--- src/rtl/alu_op_sequencer_if.sv ---
// Command/response channel bundle between the control path and the ALU op sequencer.
//   master : control path (drives cmd_*, rsp_ready; observes cmd_ready, rsp_*)
//   slave  : alu_op_sequencer (accepts commands, returns responses)
interface alu_op_sequencer_if;
  logic       cmd_valid;
  logic       cmd_ready;
  logic [3:0] cmd_a;
  logic [3:0] cmd_b;
  logic [3:0] cmd_sel;
  logic       rsp_valid;
  logic       rsp_ready;
  logic [5:0] rsp_data;
  logic       rsp_is_logic;
  logic       rsp_ovf;

  modport master (
    output cmd_valid, cmd_a, cmd_b, cmd_sel, rsp_ready,
    input  cmd_ready, rsp_valid, rsp_data, rsp_is_logic, rsp_ovf
  );

  modport slave (
    input  cmd_valid, cmd_a, cmd_b, cmd_sel, rsp_ready,
    output cmd_ready, rsp_valid, rsp_data, rsp_is_logic, rsp_ovf
  );
endinterface

--- src/rtl/alu_op_sequencer.sv ---
// Command-side initiator for the 4-bit combinational ALU. Takes one operation at a
// time, holds the ALU inputs in registers for SETTLE_CYCLES edges, captures the
// arithmetic or logic result and returns it with an overflow flag.
// Ports:
//   clk, rst_n         clock, asynchronous active-low reset
//   bus (slave)        cmd_valid/cmd_ready/cmd_a/cmd_b/cmd_sel,
//                      rsp_valid/rsp_ready/rsp_data/rsp_is_logic/rsp_ovf
//   alu_a/alu_b/alu_sel registered ALU operands and op select
//   alu_y_a, alu_y_l   ALU arithmetic (6-bit signed) and logic (4-bit) results
//   op_count           completed responses, wraps modulo 2^CNT_W
module alu_op_sequencer #(
  parameter int unsigned SETTLE_CYCLES = 1,
  parameter int unsigned CNT_W         = 8
) (
  input  logic                     clk,
  input  logic                     rst_n,
  alu_op_sequencer_if.slave        bus,
  output logic [3:0]               alu_a,
  output logic [3:0]               alu_b,
  output logic [3:0]               alu_sel,
  input  logic [5:0]               alu_y_a,
  input  logic [3:0]               alu_y_l,
  output logic [CNT_W-1:0]         op_count
);

  localparam int unsigned SET_W = (SETTLE_CYCLES > 1) ? $clog2(SETTLE_CYCLES) : 1;
  localparam logic [SET_W-1:0] SET_LOAD = SET_W'(SETTLE_CYCLES - 1);

  typedef enum logic [1:0] {
    ST_IDLE   = 2'd0,
    ST_SETTLE = 2'd1,
    ST_RESP   = 2'd2
  } state_e;

  state_e             state_q, state_d;
  logic [SET_W-1:0]   cnt_q, cnt_d;
  logic               cmd_ready_q, cmd_ready_d;
  logic [3:0]         alu_a_q, alu_a_d;
  logic [3:0]         alu_b_q, alu_b_d;
  logic [3:0]         alu_sel_q, alu_sel_d;
  logic               rsp_valid_q, rsp_valid_d;
  logic [5:0]         rsp_data_q, rsp_data_d;
  logic               rsp_is_logic_q, rsp_is_logic_d;
  logic               rsp_ovf_q, rsp_ovf_d;
  logic [CNT_W-1:0]   op_count_q, op_count_d;

  // Result fits -8..+7 only when the top three bits are a pure sign extension.
  logic arith_ovf_c;
  assign arith_ovf_c = !((alu_y_a[5:3] == 3'b000) || (alu_y_a[5:3] == 3'b111));

  // Next-state and next-output logic.
  always_comb begin
    state_d        = state_q;
    cnt_d          = cnt_q;
    cmd_ready_d    = cmd_ready_q;
    alu_a_d        = alu_a_q;
    alu_b_d        = alu_b_q;
    alu_sel_d      = alu_sel_q;
    rsp_valid_d    = rsp_valid_q;
    rsp_data_d     = rsp_data_q;
    rsp_is_logic_d = rsp_is_logic_q;
    rsp_ovf_d      = rsp_ovf_q;
    op_count_d     = op_count_q;

    unique case (state_q)
      ST_IDLE: begin
        cmd_ready_d = 1'b1;
        if (bus.cmd_valid && cmd_ready_q) begin
          alu_a_d     = bus.cmd_a;
          alu_b_d     = bus.cmd_b;
          alu_sel_d   = bus.cmd_sel;
          cnt_d       = SET_LOAD;
          cmd_ready_d = 1'b0;
          state_d     = ST_SETTLE;
        end
      end
      ST_SETTLE: begin
        if (cnt_q == '0) begin
          rsp_valid_d = 1'b1;
          if (alu_sel_q[3]) begin
            rsp_data_d     = {2'b00, alu_y_l};
            rsp_is_logic_d = 1'b1;
            rsp_ovf_d      = 1'b0;
          end else begin
            rsp_data_d     = alu_y_a;
            rsp_is_logic_d = 1'b0;
            rsp_ovf_d      = arith_ovf_c;
          end
          state_d = ST_RESP;
        end else begin
          cnt_d = cnt_q - SET_W'(1);
        end
      end
      ST_RESP: begin
        if (rsp_valid_q && bus.rsp_ready) begin
          rsp_valid_d = 1'b0;
          op_count_d  = op_count_q + CNT_W'(1);
          cmd_ready_d = 1'b1;
          state_d     = ST_IDLE;
        end
      end
      default: begin
        state_d = ST_IDLE;
      end
    endcase
  end

  // State and output registers.
  always_ff @(posedge clk or negedge rst_n) begin
    if (!rst_n) begin
      state_q        <= ST_IDLE;
      cnt_q          <= '0;
      cmd_ready_q    <= 1'b0;
      alu_a_q        <= '0;
      alu_b_q        <= '0;
      alu_sel_q      <= '0;
      rsp_valid_q    <= 1'b0;
      rsp_data_q     <= '0;
      rsp_is_logic_q <= 1'b0;
      rsp_ovf_q      <= 1'b0;
      op_count_q     <= '0;
    end else begin
      state_q        <= state_d;
      cnt_q          <= cnt_d;
      cmd_ready_q    <= cmd_ready_d;
      alu_a_q        <= alu_a_d;
      alu_b_q        <= alu_b_d;
      alu_sel_q      <= alu_sel_d;
      rsp_valid_q    <= rsp_valid_d;
      rsp_data_q     <= rsp_data_d;
      rsp_is_logic_q <= rsp_is_logic_d;
      rsp_ovf_q      <= rsp_ovf_d;
      op_count_q     <= op_count_d;
    end
  end

  assign bus.cmd_ready    = cmd_ready_q;
  assign bus.rsp_valid    = rsp_valid_q;
  assign bus.rsp_data     = rsp_data_q;
  assign bus.rsp_is_logic = rsp_is_logic_q;
  assign bus.rsp_ovf      = rsp_ovf_q;
  assign alu_a            = alu_a_q;
  assign alu_b            = alu_b_q;
  assign alu_sel          = alu_sel_q;
  assign op_count         = op_count_q;

endmodule

--- src/flat_wrapper.sv ---
// flat-port wrapper written by rule: the top's interface ports become plain ports
module alu_op_sequencer_flat 
#(
  parameter int unsigned SETTLE_CYCLES = 1,
  parameter int unsigned CNT_W         = 8
)
  (clk, rst_n, alu_a, alu_b, alu_sel, alu_y_a, alu_y_l, op_count, bus_cmd_valid, bus_cmd_a, bus_cmd_b, bus_cmd_sel, bus_rsp_ready, bus_cmd_ready, bus_rsp_valid, bus_rsp_data, bus_rsp_is_logic, bus_rsp_ovf);
  alu_op_sequencer_if bus_i ();
  input  logic clk;
  input  logic rst_n;
  output logic [3:0] alu_a;
  output logic [3:0] alu_b;
  output logic [3:0] alu_sel;
  input  logic [5:0] alu_y_a;
  input  logic [3:0] alu_y_l;
  output logic [CNT_W-1:0] op_count;
  input wire logic [$bits(bus_i.cmd_valid)-1:0] bus_cmd_valid;
  input wire logic [$bits(bus_i.cmd_a)-1:0] bus_cmd_a;
  input wire logic [$bits(bus_i.cmd_b)-1:0] bus_cmd_b;
  input wire logic [$bits(bus_i.cmd_sel)-1:0] bus_cmd_sel;
  input wire logic [$bits(bus_i.rsp_ready)-1:0] bus_rsp_ready;
  output wire logic [$bits(bus_i.cmd_ready)-1:0] bus_cmd_ready;
  output wire logic [$bits(bus_i.rsp_valid)-1:0] bus_rsp_valid;
  output wire logic [$bits(bus_i.rsp_data)-1:0] bus_rsp_data;
  output wire logic [$bits(bus_i.rsp_is_logic)-1:0] bus_rsp_is_logic;
  output wire logic [$bits(bus_i.rsp_ovf)-1:0] bus_rsp_ovf;
  assign bus_i.cmd_valid = bus_cmd_valid;
  assign bus_i.cmd_a = bus_cmd_a;
  assign bus_i.cmd_b = bus_cmd_b;
  assign bus_i.cmd_sel = bus_cmd_sel;
  assign bus_i.rsp_ready = bus_rsp_ready;
  assign bus_cmd_ready = bus_i.cmd_ready;
  assign bus_rsp_valid = bus_i.rsp_valid;
  assign bus_rsp_data = bus_i.rsp_data;
  assign bus_rsp_is_logic = bus_i.rsp_is_logic;
  assign bus_rsp_ovf = bus_i.rsp_ovf;
  alu_op_sequencer #(.SETTLE_CYCLES(SETTLE_CYCLES), .CNT_W(CNT_W)) u_core (.clk(clk), .rst_n(rst_n), .bus(bus_i), .alu_a(alu_a), .alu_b(alu_b), .alu_sel(alu_sel), .alu_y_a(alu_y_a), .alu_y_l(alu_y_l), .op_count(op_count));
endmodule
--- config.mk ---
export PLATFORM = sky130hd
export DESIGN_NAME = alu_op_sequencer_flat
export DESIGN_NICKNAME = d
export VERILOG_FILES = /design/src/rtl/alu_op_sequencer_if.sv /design/src/rtl/alu_op_sequencer.sv /design/src/flat_wrapper.sv
export SDC_FILE = /design/constraint.sdc
export NUM_CORES = 1
export LEC_CHECK = 0
export ABC_AREA = 1
export BUFFER_PORTS_ARGS = -buffer_cell sky130_fd_sc_hd__buf_4
export CAP_MARGIN = 40
export CORE_MARGIN = 4
export CORE_UTILIZATION = 51
export CTS_BUF_LIST = sky130_fd_sc_hd__clkbuf_8 sky130_fd_sc_hd__clkbuf_16
export CTS_CLUSTER_SIZE = 20
export DETAILED_ROUTE_END_ITERATION = 10
export PLACE_DENSITY_LB_ADDON = 0.08
export SETUP_SLACK_MARGIN = 0.1
export SLEW_MARGIN = 10
export SYNTH_ARGS = -nofsm -noshare
export SYNTH_HDL_FRONTEND = slang
export SYNTH_SLANG_ARGS = --single-unit
--- constraint.sdc ---
create_clock -name clk -period 2.23 [get_ports clk]
set_clock_uncertainty 0.2 [all_clocks]
set_input_delay 0 -clock clk [delete_from_list [all_inputs] [get_ports clk]]
set_output_delay 0 -clock clk [all_outputs]
set_load 0.01 [all_outputs]
==> results.json, run 1 <==
{
  "status": "complete, but fails checks",
  "violations": "negative hold slack",
  "synthMuxAreaShare_pct": 0,
  "cts_root_buf": "clkbuf_8",
  "hold_viol_final": 17,
  "numCtsBuffers": 5,
  "finalNonFillerCells": 277,
  "leakagePower_nw": 1.200,
  "antennaDiodeCount": 0,
  "drive_above_1_share_pct": 30.77,
  "critPathLaunchType": "flip-flop",
  "dp.cells": 242,
  "synth_ff_type": "dfrtp_1",
  "max_cap_violations": 0,
  "slew_viol_final": 0,
  "antenna_found_initial": 0,
  "setup_viol": 0,
  "rows": 18,
  "yosysWarnings": 0,
  "cp_cell_sequence": "inv_1 > nand2_2 > inv_1 > nand2_1 > inv_2 > nand2_1 > nand3_1 > dlygate4sd3_1",
  "synth_top_area_cell": "dfrtp_1",
  "htreeDepth": 2,
  "yosys_register_bits": 32,
  "die_w_um": 60.75,
  "grt_max_degree": 33,
  "cp_top_family": "buffers and inverters",
  "place_hpwl_um": 2286,
  "drtPass1Iterations": 5,
  "die_h_um": 60.75,
  "fp.dieArea_um2": 3690,
  "detail-route-antenna-nets": 0,
  "core-area_um2": 2567,
  "cts_tree": "done",
  "syn_area_um2": 1419,
  "yosys-top-cells-count": "70 x nand2_1, 32 x dfrtp_1, 19 x inv_1, 8 x nand3_1, 5 x o21ai_0",
  "clkSinkCount": 32,
  "grt_busiest_layer": "met2",
  "drcViolationCount": 0,
  "crit_slowest_cell": "dlygate4sd3_1",
  "critPathMaxStageDelay_ns": 0.56,
  "synth_cell_type_count": 19,
  "syn_inst": 161,
  "area_delta_synth_final_pct": 54.85,
  "synth_area_leaders": "dfrtp_1 56%, nand2_1 19%, inv_1 5.0%",
  "grt_pass1_vias": 1435,
  "fin_crit_sh_pct": 91.32,
  "io_pins": 56,
  "viasPerCell": 4.892,
  "synth_xor_area_share_pct": 3.527,
  "insertion_delay_ns": 0.28,
  "whs_ns": -0.009653,
  "gr-usage-met2_pct": 41.83,
  "clk_pin_slew_ns": 0.07,
  "max_freq_mhz": 491.0,
  "tightestPinTransition_ns": 0.3994,
  "start_util_pct": 55.26,
  "syn_nets": 188,
  "fillers": 145,
  "use_met3_pct": 4.894,
  "cp.required_ns": 2.19,
  "post-cts-setup-buffers": 0,
  "synth_fa_ha_area_share_pct": 0.8818,
  "synth.most_common_cell": "nand2_1",
  "grt_pass1_wl_um": 6292,
  "postSynth.asyncResetShare_pct": 100.0,
  "hp-class": "input port to asynchronous set/reset pin",
  "synth_top_family_by_area": "simple AND/OR/NAND/NOR gates",
  "critPathBufInv": 4,
  "critPathKind": "flip-flop to flip-flop",
  "fin_tns_setup_ns": 0,
  "drt_iter0_markers": 57,
  "stdcell_area_um2": 2197,
  "wl_um": 3813,
  "worstSetupEndpointType": "flip-flop",
  "synth_compound_area_share_pct": 2.293,
  "max-clock-path-buffers": 2,
  "crit_path_max_fanout": 11,
  "place.gp.congestion": 0.7491,
  "synth_edf_count": 0,
  "wire_per_inst_um": 13.77,
  "grt_setup_unrepaired": "false",
  "grt_use_total_pct": 23.46,
  "period_minus_slack_ns": 2.037,
  "utilization_pct": 85.58,
  "synth_top_area_share_pct": 56.44,
  "placedInstanceArea_um2": 1834,
  "vias": 1355,
  "maxSlewHeadroom_pct": 73.37,
  "fin_nets": 273,
  "synthSimpleGateAreaFrac_pct": 29.10,
  "ys_seq_area_share_pct": 56.44,
  "worst_ir_drop_vdd_mv": 0.9235,
  "port_buffers": 55,
  "use_met1_pct": 27.29,
  "overflow": 0,
  "avgSynthCellArea_um2": 8.813,
  "crit_arrival_ns": 2.00,
  "powerDensity_nw_per_um2": 1162
}
==> area by class of cell <==
type	count	area, um2	share of cell area, %
clock buffers	6	82.58	3.759
clock inverters	2	7.507	0.3417
inverters	20	75.07	3.417
multi-input cells	105	510.5	23.23
flip-flops and latches	32	800.8	36.45
well taps	30	37.54	1.708
repair buffers	82	683.2	31.09
==> sequential cells by signal, indices dropped and copies added, names as in the netlist <==
register,count
u_core.alu_a,4
u_core.alu_b,4
u_core.alu_sel,4
u_core.bus.cmd_ready,1
u_core.bus.rsp_data,6
u_core.bus.rsp_is_logic,1
u_core.bus.rsp_ovf,1
u_core.bus.rsp_valid,1
u_core.op_count,8
u_core.state_q,2
==> layout by cell type, fill, tap and decap left out <==
cell type	synthesis	final
buf_4	1	55
inv_2	1	2
nand3_2	2	2
nor2_2	3	3
nand2_2	3	4
o211ai_1	1	1
nor2_1	3	3
xor2_1	2	2
nand3_1	8	8
clkbuf_8	0	6
xnor2_2	2	2
o21ai_0	5	5
dlygate4sd3_1	0	27
nand4_1	3	3
nand2_1	70	69
dfrtp_1	32	32
nor2_4	2	2
inv_1	19	20
ha_1	1	1
==> worst reg2reg max path, stage by stage, from the launching register on <==
cell,delay (ns)
dfrtp_1,0.39
inv_1,0.07
nand2_2,0.18
inv_1,0.10
nand2_1,0.16
inv_2,0.09
nand2_1,0.10
nand3_1,0.07
dlygate4sd3_1,0.56
==> metal layers <==
layer,vias up,part of all wire [%]
met5,-,0
met4,0,2.4
met3,15,6.4
met2,56,51
met1,631,40
li1,653,-
==> cell families (layout without fill, tap and decap cells) <==
family	count (synthesis)	in the layout
xor gates and xnor gates	4	4
DFF	32	32
AOI/OAI and AO/OA	6	6
adders and majority gates	1	1
buffers and inverters	24	110
and+or+nand+nor	94	94
==> final timing paths <==
| path | cells past startpoint | endpoint | start | slack [ns] |
|---|---|---|---|---|
| setup / recovery | 8 | u_core.bus.rsp_data[1] | u_core.state_q[1] | 0.19 |
| hold / removal | 2 | u_core.op_count[4] | rst_n | -0.01 |
| setup reg to reg | 8 | u_core.bus.rsp_data[1] | u_core.state_q[1] | 0.19 |
| hold reg to reg | 2 | u_core.alu_a[2] | u_core.alu_a[2] | 0.28 |
| max in group asynchronous | 2 | u_core.alu_sel[3] | rst_n | 1.55 |
| min in group clk | 4 | u_core.alu_a[3] | bus_cmd_valid | 0 |
==> metrics by stage <==
stage          total power, W  worst slack (ns)
2_1_floorplan        0.001513            0.8741
3_3_place_gp         0.001940            0.7823
3_5_place_dp         0.001977            0.6954
4_1_cts              0.002529            0.1309
5_1_grt              0.002729            0.1073
6_report             0.002552            0.1935
==> power breakdown <==
part / switching, W / leakage [nW] / internal, W / total (W)
sequential: 0.000177 / 0.386 / 0.000818 / 0.000995
clock: 0.000200 / 0.0538 / 0.000242 / 0.000442
combinational: 0.000565 / 0.760 / 0.000550 / 0.00111
==> what timing repair did <==
item                                    in CTS  in global routing
gates resized for setup                      0                  2
endpoints found under the setup margin       0                  4
endpoints found under the hold margin       53                  0
hold buffers                                27                  0
(Power assumes the default switching activity.)
==> run 2: changes to the inputs <==
--- a/config.mk
+++ b/config.mk
@@ -9,12 +9,13 @@
 export BUFFER_PORTS_ARGS = -buffer_cell sky130_fd_sc_hd__buf_4
 export CAP_MARGIN = 40
 export CORE_MARGIN = 4
-export CORE_UTILIZATION = 51
+export CORE_UTILIZATION = 25
 export CTS_BUF_LIST = sky130_fd_sc_hd__clkbuf_8 sky130_fd_sc_hd__clkbuf_16
 export CTS_CLUSTER_SIZE = 20
 export DETAILED_ROUTE_END_ITERATION = 10
 export PLACE_DENSITY_LB_ADDON = 0.08
 export SETUP_SLACK_MARGIN = 0.1
+export SKIP_LAST_GASP = 1
 export SLEW_MARGIN = 10
 export SYNTH_ARGS = -nofsm -noshare
 export SYNTH_HDL_FRONTEND = slang
==> run 2 against run 1 <==
Net effect: design area increased by 2.4%; final cell count increased by 15%; critical path depth decreased by 2; count of clock-buffer cells in the layout decreased by 1; global-route usage decreased by 12 points; the flow now finishes without violations; utilization decreased by 45 points; first-iteration DRC count decreased by 33%; maximum frequency increased by 4.1%; sequential share of layout area decreased by 0.85 points; via count decreased by 3.8%; worst hold slack improved by 0.012 ns; critical endpoint is now u_core.alu_a[2].
==> results.json, run 2 (synthesis results as in run 1) <==
{
  "detail-route-antenna-nets": 0,
  "placedInstanceArea_um2": 1887,
  "powerDensity_nw_per_um2": 1100,
  "r2r_start": "u_core.state_q[0]",
  "antenna_found_initial": 0,
  "numCtsBuffers": 5,
  "htreeDepth": 2,
  "crit_path_max_fanout": 14,
  "clkSinkCount": 32,
  "place_hpwl_um": 2527,
  "setup_viol": 0,
  "maxSlewHeadroom_pct": 72.36,
  "io_pins": 56,
  "overflow": 0,
  "period_minus_slack_ns": 1.956,
  "max_cap_violations": 0,
  "r2r_cells": 6,
  "grt_pass1_wl_um": 6327,
  "largest_register_ffs": 8,
  "vias": 1304,
  "fin_nets": 274,
  "top_layer": "met4",
  "max_freq_mhz": 511.4,
  "viasPerCell": 4.088,
  "critPathLaunchType": "flip-flop",
  "drtPass1Iterations": 4,
  "status": "complete, no violations",
  "fp.dieArea_um2": 6945,
  "fin_crit_sh_pct": 87.69,
  "startpoint": "u_core.state_q[0]",
  "leakagePower_nw": 1.202,
  "worstSetupEndpointType": "flip-flop",
  "fin_tns_setup_ns": 0,
  "worst_ir_drop_vdd_mv": 0.5021,
  "dp.cells": 284,
  "insertion_delay_ns": 0.28,
  "cts_root_buf": "clkbuf_8",
  "wl_um": 3587,
  "crit_arrival_ns": 1.98,
  "grt_setup_unrepaired": "false",
  "grt_max_degree": 33,
  "start_util_pct": 25.77,
  "drive_above_1_share_pct": 30.36,
  "wire_per_inst_um": 11.24,
  "antennaDiodeCount": 0,
  "utilization_pct": 40.85,
  "area_delta_synth_final_pct": 58.55,
  "rows": 27,
  "cp.required_ns": 2.25,
  "grt_use_total_pct": 11.14,
  "final_cell_mix": "69 x nand2_1, 55 x buf_4, 32 x dfrtp_1, 28 x dlygate4sd3_1, 20 x inv_1",
  "drt_iter0_markers": 38,
  "wl_met2_um": 1729,
  "clk_pin_slew_ns": 0.06,
  "ff2ff_setup_slack_ns": 0.27,
  "core-area_um2": 5507,
  "tightestPinTransition_ns": 0.4146,
  "stdcell_area_um2": 2250,
  "hp-class": "input port to asynchronous set/reset pin",
  "place.gp.congestion": 0.7284,
  "port_buffers": 55,
  "die_h_um": 83.34,
  "r2r_end": "u_core.alu_a[2]",
  "grt_pass1_vias": 1442,
  "finalNonFillerCells": 319,
  "hold_viol_final": 0,
  "critPathKind": "flip-flop to flip-flop",
  "dr_wl_met3_um": 294,
  "die_w_um": 83.34,
  "crit_path_end": "u_core.alu_a[2]",
  "slew_viol_final": 0,
  "drcViolationCount": 0,
  "layout_commonest_cell": "nand2_1",
  "post-cts-setup-buffers": 0,
  "wl_met1_um": 1546,
  "max-clock-path-buffers": 2,
  "cts_tree": "done"
}
run 2: how the worst min path moves through the flow:
| stage | slack, ns | start | end | cells after the start |
|---|---|---|---|---|
| floorplan | -0.50 | rst_n | u_core.alu_a[0] | 0 |
| detailed placement | -0.22 | rst_n | u_core.op_count[4] | 1 |
| global route | 0.05 | bus_cmd_valid | u_core.alu_b[0] | 4 |
| CTS | 0.0007 | bus_cmd_valid | u_core.alu_sel[2] | 4 |
| global placement | -0.23 | rst_n | u_core.op_count[4] | 1 |
| finish | 0.003 | rst_n | u_core.op_count[6] | 2 |
run 2: timing repair:
item / in CTS / in global routing
resized for setup: 0 / 2
hold endpoints to repair: 55 / 0
setup endpoints to repair: 0 / 3
hold buffers: 28 / 0
run 2: critical path, cell delays in order (launching register included):
cell           delay [ns]
dfrtp_1              0.41
nor2_2               0.14
nand3_2              0.25
inv_4                0.23
nand2_1              0.07
nand2_1              0.05
dlygate4sd3_1        0.54
run 2: layer usage:
metal	up-vias	global-route usage [%]
met5	-	0
met4	0	2.675
met3	2	5.159
met2	40	18.80
met1	606	12.78
li1	656	-
run 2: area by class of cell:
cell class                      count  area, um2
Inverter                           20      77.57
Tap cell                           72      90.09
Timing Repair Buffer               83      693.2
Sequential cell                    32      800.8
Fill cell                         550       3257
Clock buffer                        5      68.82
Clock inverter                      2      8.758
Multi-Input combinational cell    105      510.5
run 2: per-stage QoR:
stage	setup WS, ns	total power [W]	hold WS, ns
after floorplan	0.8741	0.001513	-0.4956
after global placement	0.6852	0.001987	-0.2275
after detailed placement	0.6447	0.001990	-0.2237
after CTS	0.2168	0.002518	0.0007031
after global routing	0.1187	0.002683	0.05498
final	0.2744	0.002476	0.002783
run 2: where the power goes:
part	leakage, nW	total (W)	internal (W)	switching, W
logic	0.771	0.00107	0.000542	0.000530
clock network	0.0452	0.000412	0.000207	0.000205
registers	0.386	0.000991	0.000818	0.000173
